`src/rtl/tap_controller_pkg.sv`:
```
`default_nettype none
// ============================================================================
// Module   : tap_controller_pkg
// Brief    : IEEE 1149.1 TAP state encodings, instruction encodings and the
//            state-to-output decode shared by the TAP controller.
// Revision : 1.0  initial release
// ============================================================================
package tap_controller_pkg;

  // Instruction register encodings used by the instruction decoder.
  localparam int unsigned   IR_W       = 4;
  localparam logic [IR_W-1:0] IR_EXTEST  = 4'h0;
  localparam logic [IR_W-1:0] IR_IDCODE  = 4'h1;
  localparam logic [IR_W-1:0] IR_BYPASS  = 4'hF;

  // Standard 1149.1 TAP state encoding; all 16 codes are used.
  typedef enum logic [3:0] {
    EX2_DR   = 4'h0,
    EX1_DR   = 4'h1,
    SH_DR    = 4'h2,
    PAUSE_DR = 4'h3,
    SEL_IR   = 4'h4,
    UPD_DR   = 4'h5,
    CAP_DR   = 4'h6,
    SEL_DR   = 4'h7,
    EX2_IR   = 4'h8,
    EX1_IR   = 4'h9,
    SH_IR    = 4'hA,
    PAUSE_IR = 4'hB,
    RTI      = 4'hC,
    UPD_IR   = 4'hD,
    CAP_IR   = 4'hE,
    TLR      = 4'hF
  } tap_state_t;

  // Registered controller outputs, decoded from the state being entered.
  typedef struct packed {
    logic tl_reset;
    logic ir_select;
    logic tdo_en;
    logic capture_ir;
    logic shift_ir;
    logic update_ir;
    logic capture_dr;
    logic shift_dr;
    logic update_dr;
  } tap_out_t;

  function automatic tap_out_t tap_decode(input tap_state_t s);
    tap_out_t o;
    o            = '0;
    o.tl_reset   = (s != TLR);
    o.ir_select  = (s == SEL_IR) || (s == CAP_IR) || (s == SH_IR) ||
                   (s == EX1_IR) || (s == PAUSE_IR) || (s == EX2_IR) ||
                   (s == UPD_IR);
    o.tdo_en     = (s == SH_IR) || (s == SH_DR);
    o.capture_ir = (s == CAP_IR);
    o.shift_ir   = (s == SH_IR);
    o.update_ir  = (s == UPD_IR);
    o.capture_dr = (s == CAP_DR);
    o.shift_dr   = (s == SH_DR);
    o.update_dr  = (s == UPD_DR);
    return o;
  endfunction

endpackage
`default_nettype wire

```
`src/rtl/tap_controller_if.sv`:
```
`default_nettype none
// ============================================================================
// Module   : tap_controller_if
// Brief    : TMS input and TAP phase/strobe outputs of the TAP controller.
//            master = test-access driver, slave = TAP controller.
// Revision : 1.0  initial release
// ============================================================================
interface tap_controller_if #(
  parameter int STATE_W = 4
) ();

  logic               tms;
  logic               tl_reset;
  logic               captureIR;
  logic               shiftIR;
  logic               updateIR;
  logic               captureDR;
  logic               shiftDR;
  logic               updateDR;
  logic               ir_select;
  logic               tdo_en;
  logic [STATE_W-1:0] state;

  modport master (
    output tms,
    input  tl_reset, captureIR, shiftIR, updateIR,
           captureDR, shiftDR, updateDR, ir_select, tdo_en, state
  );

  modport slave (
    input  tms,
    output tl_reset, captureIR, shiftIR, updateIR,
           captureDR, shiftDR, updateDR, ir_select, tdo_en, state
  );

endinterface
`default_nettype wire

```
`src/rtl/tap_controller.sv`:
```
`default_nettype none
// ============================================================================
// Module   : tap_controller
// Brief    : IEEE 1149.1 16-state TAP controller. Every output is a flop
//            loaded from the decode of the next state, so outputs line up
//            exactly with the state register and cannot glitch.
// Revision : 1.0  initial release
// ============================================================================
module tap_controller
  import tap_controller_pkg::*;
#(
  parameter int STATE_W = 4
) (
  input  wire logic        tck,
  input  wire logic        trst,
  tap_controller_if.slave  tap
);

  tap_state_t state_q;
  tap_state_t state_d;
  tap_out_t   out_q;

  // Next-state transition table driven by TMS.
  always_comb begin
    state_d = TLR;
    case (state_q)
      TLR:      state_d = tap.tms ? TLR      : RTI;
      RTI:      state_d = tap.tms ? SEL_DR   : RTI;
      SEL_DR:   state_d = tap.tms ? SEL_IR   : CAP_DR;
      SEL_IR:   state_d = tap.tms ? TLR      : CAP_IR;
      CAP_DR:   state_d = tap.tms ? EX1_DR   : SH_DR;
      SH_DR:    state_d = tap.tms ? EX1_DR   : SH_DR;
      EX1_DR:   state_d = tap.tms ? UPD_DR   : PAUSE_DR;
      PAUSE_DR: state_d = tap.tms ? EX2_DR   : PAUSE_DR;
      EX2_DR:   state_d = tap.tms ? UPD_DR   : SH_DR;
      UPD_DR:   state_d = tap.tms ? SEL_DR   : RTI;
      CAP_IR:   state_d = tap.tms ? EX1_IR   : SH_IR;
      SH_IR:    state_d = tap.tms ? EX1_IR   : SH_IR;
      EX1_IR:   state_d = tap.tms ? UPD_IR   : PAUSE_IR;
      PAUSE_IR: state_d = tap.tms ? EX2_IR   : PAUSE_IR;
      EX2_IR:   state_d = tap.tms ? UPD_IR   : SH_IR;
      UPD_IR:   state_d = tap.tms ? SEL_DR   : RTI;
      // Any corrupted code falls back to Test-Logic-Reset.
      default:  state_d = TLR;
    endcase
  end

  // State register plus output flops loaded from the next-state decode.
  always_ff @(posedge tck) begin
    if (!trst) begin
      state_q <= TLR;
      out_q   <= '0;
    end else begin
      state_q <= state_d;
      out_q   <= tap_decode(state_d);
    end
  end

  assign tap.state     = STATE_W'(state_q);
  assign tap.tl_reset  = out_q.tl_reset;
  assign tap.ir_select = out_q.ir_select;
  assign tap.tdo_en    = out_q.tdo_en;
  assign tap.captureIR = out_q.capture_ir;
  assign tap.shiftIR   = out_q.shift_ir;
  assign tap.updateIR  = out_q.update_ir;
  assign tap.captureDR = out_q.capture_dr;
  assign tap.shiftDR   = out_q.shift_dr;
  assign tap.updateDR  = out_q.update_dr;

endmodule
`default_nettype wire

```
`src/flat_wrapper.sv`:
```
// flat-port wrapper written by rule: the top's interface ports become plain ports
module tap_controller_flat import tap_controller_pkg::*;
#(
  parameter int STATE_W = 4
)
  (tck, trst, tap_tms, tap_tl_reset, tap_captureIR, tap_shiftIR, tap_updateIR, tap_captureDR, tap_shiftDR, tap_updateDR, tap_ir_select, tap_tdo_en, tap_state);
  tap_controller_if #(.STATE_W(STATE_W)) tap_i ();
  input  wire logic tck;
  input  wire logic trst;
  input wire logic [$bits(tap_i.tms)-1:0] tap_tms;
  output wire logic [$bits(tap_i.tl_reset)-1:0] tap_tl_reset;
  output wire logic [$bits(tap_i.captureIR)-1:0] tap_captureIR;
  output wire logic [$bits(tap_i.shiftIR)-1:0] tap_shiftIR;
  output wire logic [$bits(tap_i.updateIR)-1:0] tap_updateIR;
  output wire logic [$bits(tap_i.captureDR)-1:0] tap_captureDR;
  output wire logic [$bits(tap_i.shiftDR)-1:0] tap_shiftDR;
  output wire logic [$bits(tap_i.updateDR)-1:0] tap_updateDR;
  output wire logic [$bits(tap_i.ir_select)-1:0] tap_ir_select;
  output wire logic [$bits(tap_i.tdo_en)-1:0] tap_tdo_en;
  output wire logic [$bits(tap_i.state)-1:0] tap_state;
  assign tap_i.tms = tap_tms;
  assign tap_tl_reset = tap_i.tl_reset;
  assign tap_captureIR = tap_i.captureIR;
  assign tap_shiftIR = tap_i.shiftIR;
  assign tap_updateIR = tap_i.updateIR;
  assign tap_captureDR = tap_i.captureDR;
  assign tap_shiftDR = tap_i.shiftDR;
  assign tap_updateDR = tap_i.updateDR;
  assign tap_ir_select = tap_i.ir_select;
  assign tap_tdo_en = tap_i.tdo_en;
  assign tap_state = tap_i.state;
  tap_controller #(.STATE_W(STATE_W)) u_core (.tck(tck), .trst(trst), .tap(tap_i));
endmodule
```
`config.mk`:
```
export PLATFORM = sky130hd
export DESIGN_NAME = tap_controller_flat
export DESIGN_NICKNAME = d
export VERILOG_FILES = /design/src/rtl/tap_controller_pkg.sv /design/src/rtl/tap_controller_if.sv /design/src/rtl/tap_controller.sv /design/src/flat_wrapper.sv
export SDC_FILE = /design/constraint.sdc
export NUM_CORES = 1
export LEC_CHECK = 0
export ABC_AREA = 0
export CORE_AREA = 3 3 40 42
export CTS_BUF_LIST = sky130_fd_sc_hd__clkbuf_8
export CTS_CLUSTER_SIZE = 14
export DETAILED_ROUTE_END_ITERATION = 10
export DIE_AREA = 0 0 43 45
export PLACE_DENSITY = 0.76
export RECOVER_POWER = 25
export SLEW_MARGIN = 25
export SYNTH_ARGS = -nofsm -noshare
export SYNTH_HDL_FRONTEND = slang
export SYNTH_SLANG_ARGS = --single-unit
export TNS_END_PERCENT = 20
```
`constraint.sdc`:
```
create_clock -name tck -period 2.9 [get_ports tck]
set_clock_uncertainty 0.05 [all_clocks]
set_input_delay 0.58 -clock tck [delete_from_list [all_inputs] [get_ports tck]]
set_output_delay 0.58 -clock tck [all_outputs]
set_load 0.01 [all_outputs]
```
# [Yosys cells after proc, flatten, opt, wreduce, memory -nomap -nowiden]
# Index checks and enable logic that the tools add are counted.
[word_totals] register_bits=13 input_bits=3 output_inout_bits=13 elab_cells=60
[op_classes] n_eq_ne=26 n_mux=13 reduce_logical=11
[op_table] op="equality test 4 bit, second input constant" count=14
[op_table] op="one-hot mux 4 bit (12 select lines)" count=1
[op_table] op="equality test 4 x 3 -> 1 bit, second input constant" count=7
[op_table] op="equality test 4 x 2 -> 1 bit, second input constant" count=3
[op_table] op="two-way mux 2 bit" count=6
[op_table] op="two-way mux 3 bit" count=4
[op_table] op="logical OR 1 bit" count=7
[op_table] op="equality test 4 x 1 -> 1 bit, second input constant" count=1
[op_table] op="logical NOT 4 bit" count=1
[op_table] op="two-way mux 4 bit" count=1
[op_table] op="inequality test 4 bit, second input constant" count=1
[op_table] op="OR reduction 2 bit" count=2
[op_table] op="OR reduction 3 bit" count=1
[op_table] op="two-way mux 1 bit" count=1

# [Logic depth before layout (Yosys ltp)]
# Gate-level depths: netlist of the first run.
[logic_depth] ltp_word=10 ltp_mapped=4 ltp_nobuf=3

# [Least setup slack after synthesis of the first run]
# OpenSTA, ideal clock, no wires.
[synth_timing] path_kind="input -> register" start="in tap_tms" end="reg u_core.out_q, in the netlist u_core.tap.captureDR" setup_time_ns=0.116 arrival_ns=1.120 setup_slack_ns=1.615 stages=4 path_buffers=1 path_cell_list="buf_2 > nand2b_1 > nor2_1 > and3_1"
[synth_via] elab_chain_cells=3 elab_cells_between_ends=14 classes_between="eq/ne: 1; mux: 13"
[synth_rtl] item="start: declaration" line="flat_wrapper.sv:10" rtl="input wire logic [$bits(tap_i.tms)-1:0] tap_tms;"
[synth_rtl] item="two-way mux 4 bit (tied with other cells)" line="tap_controller.sv:28, tap_controller.sv:36, tap_controller.sv:42"
[synth_rtl] item="one-hot mux 4 bit (12 select lines) *" line="tap_controller.sv:26" rtl="case (state_q)"
[synth_rtl] item="equality test 4 x 3 -> 1 bit *" line="tap_controller_pkg.sv:60" rtl="o.capture_dr = (s == CAP_DR);"
[synth_rtl] item="end signal: assignment" line="tap_controller.sv:55" rtl="out_q <= tap_decode(state_d);"
[synth_rtl] item="end: declaration" line="tap_controller.sv:21" rtl="tap_out_t out_q;"
# Every way passes the cells marked *; elsewhere a longest branch is shown, timed or not.
# A chain may end at the register's enable or synchronous reset.

# [Final worst setup path of the first run]
[layout_timing] start="reg u_core.state_q[3] (netlist: u_core.tap.state[3])" end="out tap_state[3]"
[layout_rtl] item="start: declaration" line="tap_controller.sv:19" rtl="tap_state_t state_q;"
[layout_rtl] item="start signal: assignment" line="tap_controller.sv:54" rtl="state_q <= state_d;"
[layout_rtl] item="end: declaration" line="flat_wrapper.sv:20" rtl="output wire logic [$bits(tap_i.state)-1:0] tap_state;"
# No word-level cell between the ends.

==> results by group, run 1 <==
Floorplanning
  – Die Y: roughly 45 um
  – Die Wd: 43 um
  – Area of the core: 1280 sq um
  – Boundary Pins: 16
  – Starting Density: approximately two fifths
  – Die ar.: 1940 sq um
  – Row Count: 13

Critical path
  – FF-to-FF setup slack: 1.67 ns
  – Worst-case reg-to-reg path depth: 3
  – CP Cell Sequence: clkdlybuf4s50_1
  – Worst path arrival time: 1.45 ns
  – Top delay family on crit path: buffers and inverters
  – Buffers and inverters on the worst path: 1
  – CP max-delay cell: clkdlybuf4s50_1
  – Worst-path fanout max: 15
  – Crit path largest cell delay: 0.62 ns
  – Worst r2r dst: u_core.tap.state[3]$_SDFF_PN1_
  – Worst Path Required: 2.27 ns
  – R2R Path Start: u_core.tap.state[2]$_SDFF_PN1_
  – Critical path type: flip-flop to primary output
  – CP Capture Type: primary output
  – CP startpoint: u_core.tap.state[3]$_SDFF_PN1_
  – Critical Path Source Type: flip-flop

Route
  – Post-DRT Antenna Nets: 0
  – Drt wl/cell: 10.7 um
  – Via-to-Cell Ratio: 5.03
  – Initial DRC Count: 9
  – Total number of vias: 443
  – DR pass1 iterations: 3
  – DR DRC count: 0
  – Total wire length: 942 um

Placed design
  – Gp weighted congestion: 0.849
  – Post-place setup slack: slightly above 1 ns
  – IO Port Bufs: 15
  – Placed instance area: 674 sq um

Final layout
  – Share of post-route cells with drive strength above 1: 6.85%
  – # fillers: ~130
  – Largest register FFs: 4
  – Post-route design area: a little over 700 sq um
  – # nets final: 77
  – Synthesis-to-layout area growth: 35.6%
  – ANT cells: 0

Synth
  – Synthesis Warnings: 0
  – Gate Count Post-Synth: 59
  – Mapped Area: 531 sq um
  – Netlist cell types: 23
  – Post-synth net total: 62
  – Sequential fraction of the synthesis area: 49.1%
  – Seq cells post-synth: 13
  – Syn_area_per_cell: 8.99 sq um

Timing
  – Final-report setup violation count: 0
  – Hold Violations, Final: 0
  – Final worst setup slack: around 0.82 ns
  – Crit share post-route: 71.6%
  – Final min period: 2.08 ns
  – Worst-margin pin slew: approximately 0.44 ns
  – Hold Slack: 0.567 ns
  – Slew Viols, Final: 0
  – Unrepaired setup endpoints after global routing: no
  – Relative slew slack: between 70% and 80%
  – Fmax: 0.482 GHz
  – Setup TNS: 0 ns

Clock network
  – Worst-path clk slew: 0.05 ns
  – TritonCTS clock tree: yes
  – Clock tree buffer depth: 2
  – H-tree levels: 1
  – Cts repair resizes: 0
  – CTS Root Buffer Type: clkbuf_8
  – Setup Fix Bufs, Post-CTS: 0
  – Clk sinks: 13
  – Latest clock arrival within the worst-skew pair: 0.24 ns
  – CTS Buf Count: 3
  – Hold_buf cts: 0

Global routing
  – Remaining Overflow, GRT: 0
  – Initial antenna violation count: 0
  – Total Routing Usage GR: between 10 and 15%
  – Largest net degree at the start of global routing: 16
  – Vias in the first global route: 342
  – First-pass GRT wire length: roughly 1.5 mm

Min path
  – HP Start: u_core.tap.state[2]$_SDFF_PN1_
  – Cells on Worst Hold Path: 1
  – Hold Crit Class: flip-flop to flip-flop
  – WHS Endpoint: u_core.tap.captureDR$_SDFF_PN0_

Pwr
  – PwrDens: ~580 nW/um^2
  – VDD IR-drop max: 0.000334 V
  – P_leak: 0.298 nW

Status
  – Status: finished, final reports clean

Run
  – Max Cap Viol: 0
## metal layers
metal	vias up	part of all wire [%]	global-route usage, %
li1	234	-	-
met1	193	48	13.7
met2	14	43	14.7
met3	2	6.4	3.59
met4	0	3.2	14.5
met5	-	0	0
## cell families (layout without fill, tap and decap cells)
logic type / after synthesis / after routing / share of synthesized area [%]
AO/OA/AOI/OAI: 12 / 12 / 12.7
buffers and inverters: 6 / 20 / 5.42
flip-flops: 13 / 13 / 49.1
multiplexers: 1 / 1 / 1.89
AND/OR/NAND/NOR: 27 / 27 / 30.9
## where the power goes
group / leakage [nW] / switching (mW) / internal, mW
combinational: 0.165 / 0.0271 / 0.0347
clock: 0.0269 / 0.0582 / 0.0930
sequential: 0.106 / 0.0156 / 0.189
## layout make-up
| cell class | count | area [sq um] | area share, % |
|---|---|---|---|
| Timing Repair Buffer | 15 | 150 | 20.9 |
| Inverter | 1 | 3.75 | 0.522 |
| Tap cell | 15 | 18.8 | 2.61 |
| Multi-Input combinational cell | 40 | 241 | 33.6 |
| Clock inverter | 1 | 3.75 | 0.522 |
| Sequential cell | 13 | 260 | 36.2 |
| Clock buffer | 3 | 41.3 | 5.74 |
## cell usage after synthesis
cell      instances  area (sq um)
and4b_1           1          10.0
dfxtp_1          13           260
and4_1            1          8.76
nor4b_2           1          15.0
and2_1            1          6.26
nor2b_2           1          8.76
a21oi_1           5          25.0
inv_1             1          3.75
nor4_1            1          6.26
nor3_1            3          15.0
nand4b_1          1          8.76
o21ai_1           2          10.0
nand2_1           7          26.3
o21ai_0           2          10.0
nand2b_1          2          12.5
nor2b_1           2          12.5
a21o_1            2          15.0
o21a_1            1          7.51
nor2_1            2          7.51
and3_1            3          18.8
mux2i_1           1          10.0
buf_2             5          25.0
nor3b_1           1          7.51
## worst max path at each step
stage / endpoint / slack (ns) / cells past startpoint
2_1_floorplan: u_core.tap.captureDR$_SDFF_PN0_ / 1.61 / 4
3_3_place_gp: u_core.tap.captureDR$_SDFF_PN0_ / 1.07 / 4
3_5_place_dp: u_core.tap.captureIR$_SDFF_PN0_ / 1.03 / 4
4_1_cts: tap_state[3] / 0.82 / 1
5_1_grt: tap_state[3] / 0.75 / 1
6_report: tap_state[3] / 0.82 / 1
## per-stage QoR
step	power, mW	cells	util [%]
final	0.417	88	56.0
after global routing	0.441	88	56.0
after CTS	0.423	88	56.0
after detailed placement	0.270	84	52.5
after global placement	0.269	84	52.5
after floorplan	0.245	59	-
## cells in the final DEF, fill, tap and decap left out, types with 2 or more instances in the layout
master / synthesis / layout
clkdlybuf4s50_1: 0 / 14
nand2b_1: 2 / 2
nor2_1: 2 / 2
dfxtp_1: 13 / 13
o21ai_0: 2 / 3
a21o_1: 2 / 2
a21oi_1: 5 / 5
and3_1: 3 / 3
clkbuf_8: 0 / 3
nor3_1: 3 / 3
inv_1: 1 / 2
nand2_1: 7 / 7
nor2b_1: 2 / 2
(Power assumes the default switching activity.)
==> run 2, diff against run 1 <==
==> constraint.sdc (replaced) <==
create_clock -name tck -period 2.1 [get_ports tck]
set_clock_uncertainty 0.05 [all_clocks]
set_input_delay 0.42 -clock tck [delete_from_list [all_inputs] [get_ports tck]]
set_output_delay 0.42 -clock tck [all_outputs]
set_load 0.01 [all_outputs]
==> run 2 against run 1 <==
  * Final cell count increased by 1.1%
  * Via count increased by 3.2%
  * Core utilization increased by 0.58 points
  * Sequential power increased by 36%
  * Clock-buffer cell count unchanged
  * Hold slack improved by 0.0017 ns
  * Largest power group unchanged
  * Register-to-register slack got worse by 0.81 ns
  * Flip-flop and latch count unchanged
  * Cell area increased by 1.0%
  * Global-route usage increased by 0.35 points
==> results by group, run 2 (synthesis results as in run 1) <==
Route
  – Post-DRT Antenna Nets: 0 (unchanged)
  – Via-to-Cell Ratio: 5.13 (+2.0%)
  – Initial DRC Count: 5 (-4)
  – Total number of vias: 457 (+3.2%)
  – Drt wl/cell: 10.9 um (+1.9%)
  – Total wire length: 971 um (+3.1%)
  – DR DRC count: 0 (unchanged)
  – DR pass1 iterations: 4 (+1)

Final layout
  – Synthesis-to-layout area growth: 37.0%
  – # nets final: 78 (+1.3%)
  – Layout Cells excl Fill: 89 (+1.1%)
  – Largest register FFs: 4 (unchanged)
  – Most frequent cells in the layout: 14 x clkdlybuf4s50_1, 13 x dfxtp_1, 7 x nand2_1
  – Share of post-route cells with drive strength above 1: 8.11% (+1.3 points)
  – Most common cell after layout, fill and taps aside: clkdlybuf4s50_1
  – ANT cells: 0 (unchanged)
  – # fillers: 132 (-1.5%)

Pwr
  – VDD IR-drop max: 0.000429 V (+29%)
  – PwrDens: 798 nW/um^2 (+38%)
  – P_leak: 0.303 nW (+1.4%)

Critical path
  – Worst-path fanout max: 12 (-3)
  – Top delay family on crit path: buffers and inverters
  – FF-to-FF setup slack: 0.86 ns (-0.81 ns)
  – CP startpoint: u_core.tap.state[0]$_SDFF_PN1_
  – Worst-case reg-to-reg path depth: 3 (unchanged)
  – CP max-delay cell: clkdlybuf4s50_1
  – Critical Path Stages: 1 (unchanged)
  – Buffers and inverters on the worst path: 1 (unchanged)
  – Critical Path Source Type: flip-flop
  – Crit path largest cell delay: 0.61 ns (about the same)
  – Critical path type: flip-flop to primary output
  – R2R Path Start: u_core.tap.state[2]$_SDFF_PN1_
  – CP Capture Type: primary output
  – Worst path arrival time: 1.40 ns (-0.05 ns)
  – Worst r2r dst: u_core.tap.state[3]$_SDFF_PN1_
  – Worst Path Required: 1.63 ns (-0.64 ns)
  – Worst Setup EP: tap_state[0]
  – CP Cell Sequence: clkdlybuf4s50_1

Timing
  – Setup TNS: 0 ns (unchanged)
  – Unrepaired setup endpoints after global routing: no
  – Crit share post-route: 88.9%
  – Slew Viols, Final: 0 (unchanged)
  – Final-report setup violation count: 0 (unchanged)
  – Hold Violations, Final: 0 (unchanged)
  – Fmax: 0.536 GHz
  – Worst-margin pin slew: 0.381 ns (-0.0558 ns)
  – Relative slew slack: 74.6% (+3.7 points)
  – Final min period: 1.87 ns

Clock network
  – TritonCTS clock tree: yes
  – Worst-path clk slew: 0.05 ns (about the same)
  – Clock tree buffer depth: 2 (unchanged)
  – Clk sinks: 13 (unchanged)
  – CTS Root Buffer Type: clkbuf_8
  – Cts repair resizes: 0 (unchanged)
  – Hold_buf cts: 0 (unchanged)
  – Setup Fix Bufs, Post-CTS: 0 (unchanged)
  – CTS Buf Count: 3 (unchanged)
  – Latest clock arrival within the worst-skew pair: 0.24 ns (about the same)
  – H-tree levels: 1 (unchanged)

Placed design
  – Gp weighted congestion: 0.838 (-1.4%)
  – Placed wire-length estimate: 679 um
  – IO Port Bufs: 15 (unchanged)
  – Placed cell count: 85 (+1.2%)

Min path
  – Hold Crit Class: flip-flop to flip-flop
  – HP Start: u_core.tap.state[2]$_SDFF_PN1_

Status
  – Status: finished, final reports clean

Floorplanning
  – Area of the core: 1280 sq um (unchanged)
  – Boundary Pins: 16 (unchanged)
  – Row Count: 13 (unchanged)
  – Die ar.: 1940 sq um (unchanged)
  – Die Y: 45 um (unchanged)
  – Starting Density: 41.3% (unchanged)
  – Die Wd: 43 um (unchanged)

Global routing
  – Total Routing Usage GR: 11.9% (+0.35 points)
  – Gr busiest metal: met2
  – GR met2 Demand/Resource: 15.3% (+0.60 points)
  – Remaining Overflow, GRT: 0 (unchanged)
  – First-pass GRT wire length: 1.59 mm (+5.4%)
  – Largest net degree at the start of global routing: 15 (-1)
  – Met3 Use GR: 3.59% (unchanged)
  – M1 GR Usage: 15.0% (+1.3 points)
  – Vias in the first global route: 347 (+1.5%)
  – Initial antenna violation count: 0 (unchanged)

Run
  – Max Cap Viol: 0 (unchanged)
[run 2: area by class of cell]
class,instances,area (sq um),share of cell area [%]
Multi-Input combinational cell,40,241,33.2
Sequential cell,13,260,35.8
Timing Repair Buffer,16,158,21.7
Clock inverter,1,3.75,0.516
Tap cell,15,18.8,2.58
Inverter,1,3.75,0.516
Clock buffer,3,41.3,5.68
[run 2: where the power goes]
part,internal [mW],switching [mW],total [mW]
combinational,0.0497,0.0428,0.0926
sequential,0.260,0.0170,0.277
clock,0.129,0.0818,0.210
total,0.439,0.142,0.580
[run 2: worst min-delay path by stage]
stage | cells after the start | slack, ns | endpoint
after detailed placement | 1 | 0.56 | u_core.tap.captureDR$_SDFF_PN0_
after global placement | 1 | 0.57 | u_core.tap.captureIR$_SDFF_PN0_
after CTS | 1 | 0.57 | u_core.tap.captureDR$_SDFF_PN0_
after floorplan | 2 | 0.59 | u_core.tap.state[2]$_SDFF_PN1_
final | 1 | 0.57 | u_core.tap.captureIR$_SDFF_PN0_
after global routing | 2 | 0.62 | u_core.tap.shiftDR$_SDFF_PN0_
[run 2: layer usage]
layer,wire (um),vias to the layer above,part of all wire [%]
met5,0,-,0
met4,47,0,4.8
met3,55,5,5.7
met2,399,17,41
met1,469,199,48
li1,-,236,-
[run 2: per-stage QoR]
step           hold slack (ns)  worst slack [ns]  utilization (%)  area, sq um  total power, mW
6_report                 0.569             0.234             56.6          727            0.580
5_1_grt                  0.621             0.154             56.6          727            0.620
4_1_cts                  0.566             0.227             56.6          727            0.590
3_5_place_dp             0.565             0.420             53.1          682            0.375
3_3_place_gp             0.568             0.447             53.1          682            0.374
2_1_floorplan            0.594             0.931                -          531            0.338
